File: config.mk
export PLATFORM = sky130hd
export DESIGN_NAME = pilha_dados_flat
export DESIGN_NICKNAME = d
export VERILOG_FILES = /design/src/rtl/pilha_dados_if.sv /design/src/rtl/pilha_dados.sv /design/src/flat_wrapper.sv
export SDC_FILE = /design/constraint.sdc
export NUM_CORES = 1
export LEC_CHECK = 0
export CELL_PAD_IN_SITES_DETAIL_PLACEMENT = 0
export CELL_PAD_IN_SITES_GLOBAL_PLACEMENT = 1
export CORE_AREA = 4 4 167 169
export CTS_CLUSTER_SIZE = 25
export DETAILED_ROUTE_END_ITERATION = 8
export DIE_AREA = 0 0 171 173
export MAX_ROUTING_LAYER = met4
export PLACE_DENSITY_LB_ADDON = 0.15
export SYNTH_ARGS = -nofsm -noshare
export SYNTH_HDL_FRONTEND = slang
export SYNTH_SLANG_ARGS = --single-unit
File: constraint.sdc
create_clock -name clock -period 2.9 [get_ports clock]
set_input_delay 0.435 -clock clock [delete_from_list [all_inputs] [get_ports clock]]
set_output_delay 0.435 -clock clock [all_outputs]
set_load 0.01 [all_outputs]
File: src/rtl/pilha_dados_if.sv
// Interface bundle between the control unit and the operand stack.
// The master modport is the control side; the slave modport is the stack.
interface pilha_dados_if #(
    parameter int WIDTH = 16,
    parameter int AW    = 4
);
    logic             pilha_en;
    logic             pilha_wren;
    logic             controle_pilha;
    logic [WIDTH-1:0] data_pilha;
    logic [WIDTH-1:0] ula_res;
    logic [WIDTH-1:0] data_out;
    logic [WIDTH-1:0] topo;
    logic [AW:0]      count;
    logic             vazia;
    logic             cheia;
    logic             erro;

    modport master (
        output pilha_en, pilha_wren, controle_pilha, data_pilha, ula_res,
        input  data_out, topo, count, vazia, cheia, erro
    );

    modport slave (
        input  pilha_en, pilha_wren, controle_pilha, data_pilha, ula_res,
        output data_out, topo, count, vazia, cheia, erro
    );
endinterface

File: src/rtl/pilha_dados.sv
// Operand stack for the 16-bit stack processor: push/pop register array with top-of-stack status.
// Define PILHA_CHECK_EN to reject overflow/underflow and raise a sticky erro; otherwise the stack wraps.
module pilha_dados #(
    parameter int WIDTH = 16,
    parameter int DEPTH = 16,
    parameter int AW    = $clog2(DEPTH)
) (
    input  logic             clock,
    input  logic             reset,
    pilha_dados_if.slave     bus
);
    localparam logic [AW:0] CNT_FULL = (AW+1)'(DEPTH);
    localparam logic [AW:0] CNT_ONE  = (AW+1)'(1);

    logic [WIDTH-1:0] mem [DEPTH];
    logic [AW-1:0]    sp_p0;
    logic [AW-1:0]    sp_dec;
    logic [AW:0]      cnt_p0;
    logic [WIDTH-1:0] pop_data_p1;
    logic [WIDTH-1:0] push_src;
    logic             is_full;
    logic             is_empty;
    logic             push_req;
    logic             pop_req;
    logic             do_push;
    logic             do_pop;

    assign sp_dec   = sp_p0 - AW'(1);
    assign is_full  = (cnt_p0 == CNT_FULL);
    assign is_empty = (cnt_p0 == '0);
    assign push_req = bus.pilha_en & bus.pilha_wren;
    assign pop_req  = bus.pilha_en & ~bus.pilha_wren;
    assign push_src = bus.controle_pilha ? bus.ula_res : bus.data_pilha;

`ifdef PILHA_CHECK_EN
    assign do_push = push_req & ~is_full;
    assign do_pop  = pop_req & ~is_empty;
`else
    assign do_push = push_req;
    assign do_pop  = pop_req;
`endif

    // Stage p0 -> p1: pointer, occupancy and popped word; count saturates so wrap mode keeps 0..DEPTH
    always_ff @(posedge clock) begin
        if (!reset) begin
            sp_p0       <= '0;
            cnt_p0      <= '0;
            pop_data_p1 <= '0;
        end else if (do_push) begin
            sp_p0 <= sp_p0 + AW'(1);
            if (!is_full) cnt_p0 <= cnt_p0 + CNT_ONE;
        end else if (do_pop) begin
            sp_p0       <= sp_dec;
            pop_data_p1 <= mem[sp_dec];
            if (!is_empty) cnt_p0 <= cnt_p0 - CNT_ONE;
        end
    end

    // Storage is never cleared; a push coinciding with reset is dropped.
    always_ff @(posedge clock) begin
        if (reset && do_push) mem[sp_p0] <= push_src;
    end

`ifdef PILHA_CHECK_EN
    logic erro_p1;

    always_ff @(posedge clock) begin
        if (!reset)
            erro_p1 <= 1'b0;
        else if ((push_req & is_full) | (pop_req & is_empty))
            erro_p1 <= 1'b1;
    end

    assign bus.erro = erro_p1;
`else
    assign bus.erro = 1'b0;
`endif

    assign bus.data_out = pop_data_p1;
    assign bus.topo     = is_empty ? '0 : mem[sp_dec];
    assign bus.count    = cnt_p0;
    assign bus.vazia    = is_empty;
    assign bus.cheia    = is_full;
endmodule
File: src/flat_wrapper.sv
// flat-port wrapper written by rule: the top's interface ports become plain ports
module pilha_dados_flat 
#(
    parameter int WIDTH = 16,
    parameter int DEPTH = 16,
    parameter int AW    = $clog2(DEPTH)
)
  (clock, reset, bus_pilha_en, bus_pilha_wren, bus_controle_pilha, bus_data_pilha, bus_ula_res, bus_data_out, bus_topo, bus_count, bus_vazia, bus_cheia, bus_erro);
  pilha_dados_if #(.WIDTH(WIDTH), .AW(AW)) bus_i ();
  input  logic clock;
  input  logic reset;
  input wire logic [$bits(bus_i.pilha_en)-1:0] bus_pilha_en;
  input wire logic [$bits(bus_i.pilha_wren)-1:0] bus_pilha_wren;
  input wire logic [$bits(bus_i.controle_pilha)-1:0] bus_controle_pilha;
  input wire logic [$bits(bus_i.data_pilha)-1:0] bus_data_pilha;
  input wire logic [$bits(bus_i.ula_res)-1:0] bus_ula_res;
  output wire logic [$bits(bus_i.data_out)-1:0] bus_data_out;
  output wire logic [$bits(bus_i.topo)-1:0] bus_topo;
  output wire logic [$bits(bus_i.count)-1:0] bus_count;
  output wire logic [$bits(bus_i.vazia)-1:0] bus_vazia;
  output wire logic [$bits(bus_i.cheia)-1:0] bus_cheia;
  output wire logic [$bits(bus_i.erro)-1:0] bus_erro;
  assign bus_i.pilha_en = bus_pilha_en;
  assign bus_i.pilha_wren = bus_pilha_wren;
  assign bus_i.controle_pilha = bus_controle_pilha;
  assign bus_i.data_pilha = bus_data_pilha;
  assign bus_i.ula_res = bus_ula_res;
  assign bus_data_out = bus_i.data_out;
  assign bus_topo = bus_i.topo;
  assign bus_count = bus_i.count;
  assign bus_vazia = bus_i.vazia;
  assign bus_cheia = bus_i.cheia;
  assign bus_erro = bus_i.erro;
  pilha_dados #(.WIDTH(WIDTH), .DEPTH(DEPTH), .AW(AW)) u_core (.clock(clock), .reset(reset), .bus(bus_i));
endmodule
-- Word-level counts from Yosys, hierarchy flattened
Memory sizes are Yosys's and may differ from the RTL's.
Index checks and enable logic that the tools add are counted.
- input port bits: 37
- bits in registers: 25
- bits in writable memories: 256
- memories kept: 1
- logic and storage cells: 30
- add/sub/neg operators: 4
- bitwise gates (word level): 4
- reduce and logical (&&, ||, !) cells: 5
- equal/unequal tests: 3
- multiplexer cells: 10
- memory list (memory ; depth ; bits a word ; read ports ; clocked after Yosys merged registers in ; wr ports ; line ; source):
    u_core.mem ; 16 ; 16 ; 1 ; 0 ; 1 ; pilha_dados.sv:15 ; logic [WIDTH-1:0] mem [DEPTH];
- operator list (operator ; count):
    two-way mux 16 bit ; 2
    two-way mux 5 bit ; 4
    two-way mux 4 bit ; 2
    adder 5 x 1 -> 5 bit, second input constant ; 1
    == test 5 bit, second input constant ; 1
    zero test 5 bit ; 1
    subtractor 5 x 1 -> 5 bit, second input constant ; 1
    adder 4 x 1 -> 4 bit, second input constant ; 1
    inequality test 2 bit, second input constant ; 2
    subtractor 4 x 1 -> 4 bit, second input constant ; 1
    AND reduction 3 bit ; 1
    AND 1 bit ; 2
    two-way mux 1 bit ; 2
    inverter 1 bit ; 2
    AND reduction 2 bit ; 1
    nonzero test 2 bit ; 1
    logical AND 1 bit ; 1

-- Longest topological paths before layout
Gate-level depths: netlist of the first run.
- depth after elaboration: 4
- depth in mapped cells: 13
- mapped depth without buffers: 8

-- Least setup slack after synthesis of the first run
Ideal clock, no wire load.
- path kind: flip-flop to output port
- start: register u_core.sp_p0[0]
- end: output bus_topo[10]
- data arrival time: 2.647 ns
- required time: 2.465 ns
- path buffers: 6
- stages on the path, launching flop included: 14
- slack: -0.182 ns
- cell sequence: dfxtp_1 > clkbuf_1 > inv_1 > clkbuf_1 > clkbuf_1 > ha_1 > clkbuf_1 > buf_2 > buf_2 > mux2i_1 > nand3_1 > nand4_1 > mux2_2 > nor2_1
- longest elaborated chain between the ends: 3
- ends and longest elaborated chain (what ; line ; source):
    start: declaration ; pilha_dados.sv:16 ; logic [AW-1:0] sp_p0;
    start signal: assignment ; pilha_dados.sv:50 ; sp_p0 <= sp_p0 + AW'(1);
    start signal: assignment ; pilha_dados.sv:53 ; sp_p0 <= sp_dec;
    subtractor 4 x 1 -> 4 bit ; pilha_dados.sv:28 ; assign sp_dec = sp_p0 - AW'(1);
    memory (16 x 16 bit) ; - ;
    two-way mux 16 bit ; pilha_dados.sv:80 ; assign bus.topo = is_empty ? '0 : mem[sp_dec];
    end: declaration ; flat_wrapper.sv:18 ; output wire logic [$bits(bus_i.topo)-1:0] bus_topo;
No other way between the ends.

-- Worst setup path in the final report of the first run
- start: register u_core.sp_p0[1]
- end: output bus_topo[9]
The elaborated chain is that of the path after synthesis.

==> impl_metrics.yaml, run 1 <==
power_and_ir_drop:
  p_switching_mw: 3.28
  p_per_area_mw_per_mm2: 769
  clkPwrFrac_pct: 30.4
  p_leak_nw: 5.53
  swShare_pct: 28.2
  power_frac_seq_pct: 39.7
  power.internal_mw: 8.36
  combPwrFrac_pct: 29.9
  ir_worst_vdd_mv: 0.410
synthesis:
  synth_fa_ha_area_share_pct: 0.638
  ys_warn_count: 0
  synth_area_leaders: "edfxtp_1 65%, mux2i_1 11%, nand3_1 5.5%"
  ys_types: 37
  synth_top_cell_area_share_pct: 65.4
  synth-edff-count: 256
  synth_compound_area_share_pct: 2.77
  avgSynthCellArea_um2: 14.8
  synthCells: 795
  synthXorXnorAreaFrac_pct: 0.883
  synth_top_area_cell: "edfxtp_1"
  async_flop_share_pct: 0
  ys_seq_elements: 281
  synth_seq_area_share_pct: 69.6
  synth_top_family_by_area: "multiplexers"
  syn_area_mm2: 0.0118
  synth_nets: 838
  synth-main-ff-cell: "edfxtp_1"
  synth-simple-area-share_pct: 9.65
  synthMuxAreaShare_pct: 14.2
sta:
  layout_setup_ws_ps: -47.1
  fin_skew_ps: 12.5
  tightest_slew_ps: 681
  finalHoldViolCount: 0
  drv_slew: 0
  fin_crit_sh_pct: 102
  min_period_ps: 2950
  rsz0062_at_grt: "yes"
  fmaxAchievable_mhz: 339
  setup-violations-final: 12
  slew_headroom_pct: 54.6
run_status:
  status: "finished with violations"
  violations: "negative setup slack"
cts:
  clkSlewWorstSetupHoldPaths_ps: 60
  cts_tree: "done"
  cts_made_buffers: 29
  cts_hold_buf: 0
  cts_max_level: 1
  cts_buffer_depth: 3
  clock-root-buffer: "clkbuf_16"
  cts.sinks: 281
  clk_latency_ps: 530
run:
  drv_cap: 0
layout:
  final_common_cell: "edfxtp_1"
  seqCellArea_mm2: 0.00819
  syn2layout_area_growth_pct: 28.7
  final_layout_size_suffix_gt1_share_pct: 25.0
  most-common-layout-cells: "256 x edfxtp_1, 129 x nand3_1, 124 x mux2i_1, 90 x buf_4, 59 x clkdlybuf4s50_1"
  multiInputGateArea_mm2: 0.00353
  fin_nets: 1010
  final_cell_area_mm2: 0.0151
  fill_cells: 2084
  diodes: 0
routing:
  drt_wl_total_mm: 32.5
  vias: 7646
  wl_met3_mm: 2.33
  top_layer: "met4"
  ant_nets: 0
  drt-initial-drc-count: 616
  met1_length_mm: 14.6
  wl_per_cell_um: 24.4
  dr.pass1.iters: 4
  drc_errors: 0
  vias_per_cell: 5.75
  met2WireLength_mm: 15.0
floorplanning:
  num_io_pins: 77
  fp.coreArea_mm2: 0.0266
  initial_core_util_pct: 44.3
  die_h_um: 173
  die_area_mm2: 0.0296
  num_rows: 60
  fp.dieW_um: 171
placed_design:
  dp_hpwl_mm: 19.1
  place_ws_ps: 10.7
  portBuffers: 75
  gp_congestion: 0.834
  postPlaceCellArea_mm2: 0.0133
global_routing:
  grt_overflow: 0
  antenna_found_initial: 0
  grt_usage_pct: 21.9
  first_global_vias: 7537
  grt_max_degree: 52
  grt_pass1_wl_mm: 47.3
critical_path:
  r2r_start: "u_core.sp_p0[1]$_SDFFE_PN0P_"
  cp-startpoint: "u_core.sp_p0[1]$_SDFFE_PN0P_"
  startpoint_type: "flip-flop"
  worstPathMaxFanout: 8
  endpoint_kind: "output pin"
  worstPathRequired_ps: 2470
  crit_type: "reg2out"
  crit_arrival_ps: 2510
  r2r_setup_slack_ps: -40
hold_path:
  min_path_type: "reg2reg"
  hp-start: "u_core.bus.data_out[10]$_SDFFE_PN0P_"
==> power by group through the flow <==
stage | clock network [mW] | logic (mW) | registers, mW
floorplan | 0 | 1.46 | 4.70
global placement | 0 | 2.63 | 4.70
detailed placement | 0 | 2.65 | 4.70
CTS | 3.62 | 3.20 | 4.62
global route | 3.77 | 3.68 | 4.63
finish | 3.54 | 3.48 | 4.62
==> area by class of cell <==
class	instances	share of cell area, %
inverters	4	0.0992
clock inverters	20	1.07
clock buffers	33	4.89
flip-flops and latches	281	54.1
well taps	341	2.82
repair buffers	198	13.7
multi-input cells	453	23.3
==> Yosys cell counts, types with 5 or more instances <==
| library cell | instances |
|---|---|
| edfxtp_1 | 256 |
| mux2i_1 | 130 |
| nand3_1 | 129 |
| clkbuf_1 | 33 |
| mux2_2 | 33 |
| nor2_1 | 33 |
| nand4_1 | 32 |
| dfxtp_1 | 25 |
| buf_2 | 18 |
| a21o_1 | 17 |
| o22ai_1 | 16 |
| nand2_1 | 9 |
| ha_1 | 6 |
| xnor2_1 | 6 |
| and2_1 | 5 |
| o21ai_0 | 5 |
==> registers in the layout, indices dropped and copies added, names as in the netlist <==
register	count
u_core.mem	256
u_core.bus.data_out	16
u_core.bus.count	5
u_core.sp_p0	4
==> what timing repair did <==
item                       4_1_cts  5_1_grt
buffers inserted                44       11
hold endpoints to repair         0        0
setup endpoints to repair       17       19
cloned                           7        5
pin swaps                       18       21
resized for setup              117       28
==> critical path, stage by stage (launching register included) <==
cell and delay [ps]:
dfxtp_2 330, inv_2 50, ha_4 350, buf_6 140, buf_12 130, mux2i_1 80
nand3_1 90, nand4_1 230, mux2_4 350, nor2_4 120, buf_6 110
==> per-layer routing <==
metal / global-route usage, % / vias to the layer above
met5: - / -
met4: 4.72 / 0
met3: 3.84 / 42
met2: 33.3 / 307
met1: 31.2 / 3877
li1: - / 3420
==> worst paths after layout <==
check,end,cells past startpoint
setup / recovery,bus_topo[9],10
hold / removal,u_core.bus.data_out[10]$_SDFFE_PN0P_,1
setup reg to reg,u_core.bus.data_out[2]$_SDFFE_PN0P_,19
hold reg to reg,u_core.bus.data_out[10]$_SDFFE_PN0P_,1
==> cell families (layout without fill, tap and decap cells) <==
family                   count (synthesis)  count (layout)
AO/OA/AOI/OAI                           48              48
XOR/XNOR                                11              11
adder cells (fa/ha/maj)                  6               6
buffers and inverters                   61             255
flip-flops                             281             281
multiplexers                           163             163
other                                    1               1
AND/OR/NAND/NOR                        224             224
==> through the flow <==
stage                     cells  hold WS (ps)  util, %  power [mW]  TNS, ps
final                      1330           458     57.0        11.6     -299
after global placement     1215           440     50.1        7.33        0
after detailed placement   1215           447     50.1        7.35        0
after global routing       1330           474     57.0        12.1    -2060
after floorplan             795           497        -        6.16     -651
after CTS                  1319           464     56.1        11.4     -993
Note: power is estimated with default switching activity, not from simulation.
==> inputs of run 2 (changes only) <==
--- a/config.mk
+++ b/config.mk
@@ -8,7 +8,7 @@
 export CELL_PAD_IN_SITES_DETAIL_PLACEMENT = 0
 export CELL_PAD_IN_SITES_GLOBAL_PLACEMENT = 1
 export CORE_AREA = 4 4 167 169
-export CTS_CLUSTER_SIZE = 25
+export CTS_CLUSTER_SIZE = 24
 export DETAILED_ROUTE_END_ITERATION = 8
 export DIE_AREA = 0 0 171 173
 export MAX_ROUTING_LAYER = met4
==> run 2 against run 1 <==
The flow still finishes with violations (negative setup slack); largest power group unchanged; register-to-register slack about the same; sequential share of layout area unchanged; hold slack about the same; clock skew decreased by 2.4 ps; setup slack got worse by 1.7 ps; count of clock-buffer cells in the layout unchanged; highest routed layer unchanged; global-route usage unchanged; critical endpoint is now u_core.bus.data_out[2]$_SDFFE_PN0P_; design area unchanged.
==> impl_metrics.yaml, run 2 (synthesis gave the netlist of run 1 again) <==
sta:
  slew_headroom_pct: 55.0
  whs_ps: 458
  setup-violations-final: 11
  drv_slew: 0
  layout_setup_ws_ps: -48.8
  tightest_slew_ps: 675
  min_period_ps: 2950
  fin_crit_sh_pct: 102
  rsz0062_at_grt: "yes"
  finalHoldViolCount: 0
  fmaxAchievable_mhz: 339
  fin_skew_ps: 10.1
critical_path:
  critPathMaxStageDelay_ps: 350
  startpoint_type: "flip-flop"
  crit_buf_inv: 13
  crit_arrival_ps: 3430
  endpoint_kind: "flip-flop"
  crit_top_cell: "buf_4"
  crit_type: "reg2reg"
  crit_family: "buffers and inverters"
  slowest_stage: "ha_4"
  worstPathCellList: "inv_2, ha_4, buf_6, buf_16, mux2i_1, nand3_1, nand4_1, buf_4, buf_4, buf_4, buf_4, buf_4, buf_4, buf_4, buf_4, buf_4, buf_4, o22ai_2, a21o_1"
  worstPathMaxFanout: 6
  worstPathRequired_ps: 3380
floorplanning:
  fp.dieW_um: 171
  fp.coreArea_mm2: 0.0266
  num_rows: 60
  initial_core_util_pct: 44.3
  num_io_pins: 77
  die_area_mm2: 0.0296
  die_h_um: 173
routing:
  vias_per_cell: 5.72
  drt-initial-drc-count: 593
  drt_wl_total_mm: 32.4
  wl_per_cell_um: 24.3
  dr.pass1.iters: 5
  ant_nets: 0
  drc_errors: 0
  vias: 7604
cts:
  cts_made_buffers: 29
  cts_tree: "done"
  cts_buffer_depth: 3
  clock-root-buffer: "clkbuf_16"
  clk_latency_ps: 540
  cts_hold_buf: 0
  cts_max_level: 1
  clkSlewWorstSetupHoldPaths_ps: 60
  cts.sinks: 281
layout:
  most-common-layout-cells: "256 x edfxtp_1, 129 x nand3_1, 124 x mux2i_1, 90 x buf_4, 59 x clkdlybuf4s50_1"
  final_layout_size_suffix_gt1_share_pct: 25.0
  top_register: "u_core.mem"
  final_common_cell: "edfxtp_1"
  largest_reg_flops: 256
  syn2layout_area_growth_pct: 28.7
  fin_nets: 1010
  diodes: 0
global_routing:
  grt_overflow: 0
  first_global_vias: 7537
  antenna_found_initial: 0
  grt_usage_pct: 21.9
  grt_max_degree: 52
  grt_pass1_wl_mm: 47.3
hold_path:
  min_path_type: "reg2reg"
run:
  drv_cap: 0
run_status:
  violations: "negative setup slack"
  status: "finished with violations"
placed_design:
  portBuffers: 75
  gp_congestion: 0.834
  dp_hpwl_mm: 19.1
power_and_ir_drop:
  ir_worst_vdd_mv: 0.410
  p_per_area_mw_per_mm2: 768
  power_mw: 11.6
  p_leak_nw: 5.53
run 2: cell counts in the layout (fill, tap and decap cells not counted):
No cell type changed its count.
run 2: layout make-up:
type | count | area (µm²)
Inverter | 4 | 15.0
Clock buffer | 33 | 741
Tap cell | 341 | 427
Timing Repair Buffer | 198 | 2070
Fill cell | 2084 | 11400
Multi-Input combinational cell | 453 | 3530
Clock inverter | 20 | 163
Sequential cell | 281 | 8190
run 2: timing repair:
item	CTS	global route
setup endpoints to repair	17	19
buffers inserted	44	11
pin swaps	18	21
cloned	7	5
resized for setup	117	28
run 2: report_power, final:
part / switching (mW) / internal (mW)
sequential: 0.0815 / 4.54
clock: 1.46 / 2.08
combinational: 1.73 / 1.74
total: 3.27 / 8.36
run 2: worst register-to-register path: cells and delay by family (launching register included):
family	cells	cell delay, ps
AO/OA/AOI/OAI	2	260
adder cells (fa/ha/maj)	1	350
buffers and inverters	13	1660
flip-flops	1	330
multiplexers	1	70
AND/OR/NAND/NOR	2	240
run 2: per-stage QoR:
step	utilization (%)	TNS (ps)	setup WS, ps	std cells	instance area (µm²)
2_1_floorplan	-	-651	-40.8	795	11800
3_5_place_dp	50.1	0	10.7	1215	13300
4_1_cts	56.1	-993	-110	1319	14900
5_1_grt	57.0	-2070	-155	1330	15100
6_report	57.0	-282	-48.8	1330	15100
3_3_place_gp	50.1	0	33.0	1215	13300
run 2: path summary, 6_finish.rpt:
check | depth (start not counted) | end | slack [ps] | from
max | 19 | u_core.bus.data_out[2]$_SDFFE_PN0P_ | -50 | u_core.sp_p0[1]$_SDFFE_PN0P_
min | 1 | u_core.bus.data_out[10]$_SDFFE_PN0P_ | 460 | u_core.bus.data_out[10]$_SDFFE_PN0P_
max reg2reg | 19 | u_core.bus.data_out[2]$_SDFFE_PN0P_ | -50 | u_core.sp_p0[1]$_SDFFE_PN0P_
min reg2reg | 1 | u_core.bus.data_out[10]$_SDFFE_PN0P_ | 460 | u_core.bus.data_out[10]$_SDFFE_PN0P_
run 2: layer usage:
layer / vias to the layer above / global-route usage, % / part of all wire, %
met3: 43 / 3.84 / 7.6
li1: 3421 / - / -
met4: 0 / 4.72 / 1.6
met2: 318 / 33.3 / 46
met1: 3822 / 31.2 / 44
met5: - / - / 0
==> inputs of run 3 (changes only) <==
==> constraint.sdc (replaced) <==
create_clock -name clock -period 2.95 [get_ports clock]
set_input_delay 0.4425 -clock clock [delete_from_list [all_inputs] [get_ports clock]]
set_output_delay 0.4425 -clock clock [all_outputs]
set_load 0.01 [all_outputs]
==> run 3 against run 2 <==
The flow still finishes with violations (negative setup slack); sequential cell count stayed put; register-to-register slack improved by 110 ps; first-iteration DRC count rose by 4.9%; critical path depth down 9; non-clock buffer count is 23 lower; critical path type is now reg2out; sequential power decreased by 2%; die area is the same; global-route usage fell by 0.17 points.
==> impl_metrics.yaml, run 3 (synthesis gave the netlist of run 1 again) <==
critical_path:
  r2r_start: "u_core.sp_p0[0]$_SDFFE_PN0P_"
  crit_arrival_ps: 2550
  cp-startpoint: "u_core.sp_p0[0]$_SDFFE_PN0P_"
  worstPathCellList: "inv_2, ha_4, buf_12, buf_12, mux2i_2, nand3_1, nand4_1, mux2_4, nor2_2, buf_2"
  crit_buf_inv: 4
  cp.depth: 10
  crit-reg2reg-capture: "u_core.bus.data_out[9]$_SDFFE_PN0P_"
  worstPathMaxFanout: 8
  endpoint_kind: "output pin"
  startpoint_type: "flip-flop"
  worstPathRequired_ps: 2510
  rr_worst_depth: 19
  r2r_setup_slack_ps: 60
  crit_family: "buffers and inverters"
  slowest_stage: "mux2_4"
  crit_top_cell: "buf_12"
  critPathMaxStageDelay_ps: 350
  endpoint: "bus_topo[14]"
  crit_type: "reg2out"
power_and_ir_drop:
  ir_worst_vdd_mv: 0.473
  p_per_area_mw_per_mm2: 750
  p_leak_nw: 5.44
  power_mw: 11.3
global_routing:
  first_global_vias: 7611
  grt_max_degree: 47
  grt_overflow: 0
  grt_pass1_wl_mm: 47.0
  grt_usage_pct: 21.7
  antenna_found_initial: 0
routing:
  vias: 7487
  drt-initial-drc-count: 622
  wl_per_cell_um: 24.7
  ant_nets: 0
  drt_wl_total_mm: 32.2
  dr.pass1.iters: 5
  vias_per_cell: 5.74
  drc_errors: 0
layout:
  most-common-layout-cells: "256 x edfxtp_1, 129 x nand3_1, 127 x mux2i_1, 63 x buf_4, 59 x clkdlybuf4s50_1"
  finalNonFillerCells: 1304
  final_core_util_pct: 56.6
  diodes: 0
  top_register: "u_core.mem"
  syn2layout_area_growth_pct: 27.8
  final_layout_size_suffix_gt1_share_pct: 23.2
  final_common_cell: "edfxtp_1"
  largest_reg_flops: 256
  fin_nets: 986
placed_design:
  gp_congestion: 0.814
  portBuffers: 75
  dp_cells: 1213
  dp_hpwl_mm: 19.2
sta:
  fmaxAchievable_mhz: 335
  rsz0062_at_grt: "yes"
  slew_headroom_pct: 56.5
  drv_slew: 0
  tightest_slew_ps: 650
  fin_crit_sh_pct: 101
  setup-violations-final: 8
  whs_ps: 456
  finalHoldViolCount: 0
  min_period_ps: 2990
  layout_setup_ws_ps: -38.3
  fin_skew_ps: 8.55
cts:
  clkSlewWorstSetupHoldPaths_ps: 60
  cts_buffer_depth: 3
  cts_max_level: 1
  cts_made_buffers: 28
  cts.sinks: 281
  clock-root-buffer: "clkbuf_16"
  cts_tree: "done"
  clk_latency_ps: 540
floorplanning:
  die_h_um: 173
  num_io_pins: 77
  num_rows: 60
  fp.coreArea_mm2: 0.0266
  fp.dieW_um: 171
  initial_core_util_pct: 44.3
  die_area_mm2: 0.0296
run_status:
  violations: "negative setup slack"
  status: "finished with violations"
hold_path:
  min_path_type: "reg2reg"
run:
  drv_cap: 0
## run 3: routing by layer
layer / part of all wire [%] / routed length, µm / track usage, %
met2: 46 / 15000 / 32.8
met4: 2.8 / 888 / 6.11
met3: 7.4 / 2390 / 3.89
met1: 43 / 14000 / 30.4
met5: 0 / 0 / -
## run 3: what timing repair did
action	CTS	global route
buffers inserted	21	10
cloned	8	5
hold buffers	0	0
resized for setup	113	35
setup endpoints to repair	17	18
pin swaps	12	23
## run 3: layout make-up
class	count	area, µm²
inverter	4	15.0
timing repair buffer	175	1970
clock inverter	10	98.8
clock buffer	40	787
tap	341	427
sequential	281	8190
multi-input combinational	453	3540
fill	2128	11500
## run 3: worst min-delay path by stage
stage                                                       to  slack (ps)                            startpoint  depth (start not counted)
final                      u_core.bus.data_out[6]$_SDFFE_PN0P_         460   u_core.bus.data_out[6]$_SDFFE_PN0P_                          1
after global routing       u_core.bus.data_out[6]$_SDFFE_PN0P_         470   u_core.bus.data_out[6]$_SDFFE_PN0P_                          1
after floorplan            u_core.bus.data_out[0]$_SDFFE_PN0P_         500   u_core.bus.data_out[0]$_SDFFE_PN0P_                          1
after global placement    u_core.bus.data_out[13]$_SDFFE_PN0P_         440  u_core.bus.data_out[13]$_SDFFE_PN0P_                          1
after CTS                  u_core.bus.data_out[6]$_SDFFE_PN0P_         460   u_core.bus.data_out[6]$_SDFFE_PN0P_                          1
after detailed placement   u_core.bus.data_out[2]$_SDFFE_PN0P_         440   u_core.bus.data_out[2]$_SDFFE_PN0P_                          1
## run 3: report_power, final
part / total, mW / leakage, nW / internal, mW / switching [mW]
clock network: 3.44 / 0.431 / 2.02 / 1.42
logic: 3.29 / 2.50 / 1.62 / 1.66
registers: 4.54 / 2.51 / 4.46 / 0.0794
## run 3: stage by stage
step / cell area [µm²] / setup WS, ps / setup TNS [ps]
2_1_floorplan: 11800 / 1.68 / 0
3_3_place_gp: 13300 / 27.5 / 0
3_5_place_dp: 13300 / 17.0 / 0
4_1_cts: 14700 / -85.9 / -437
5_1_grt: 15000 / -125 / -1470
6_report: 15000 / -38.3 / -127
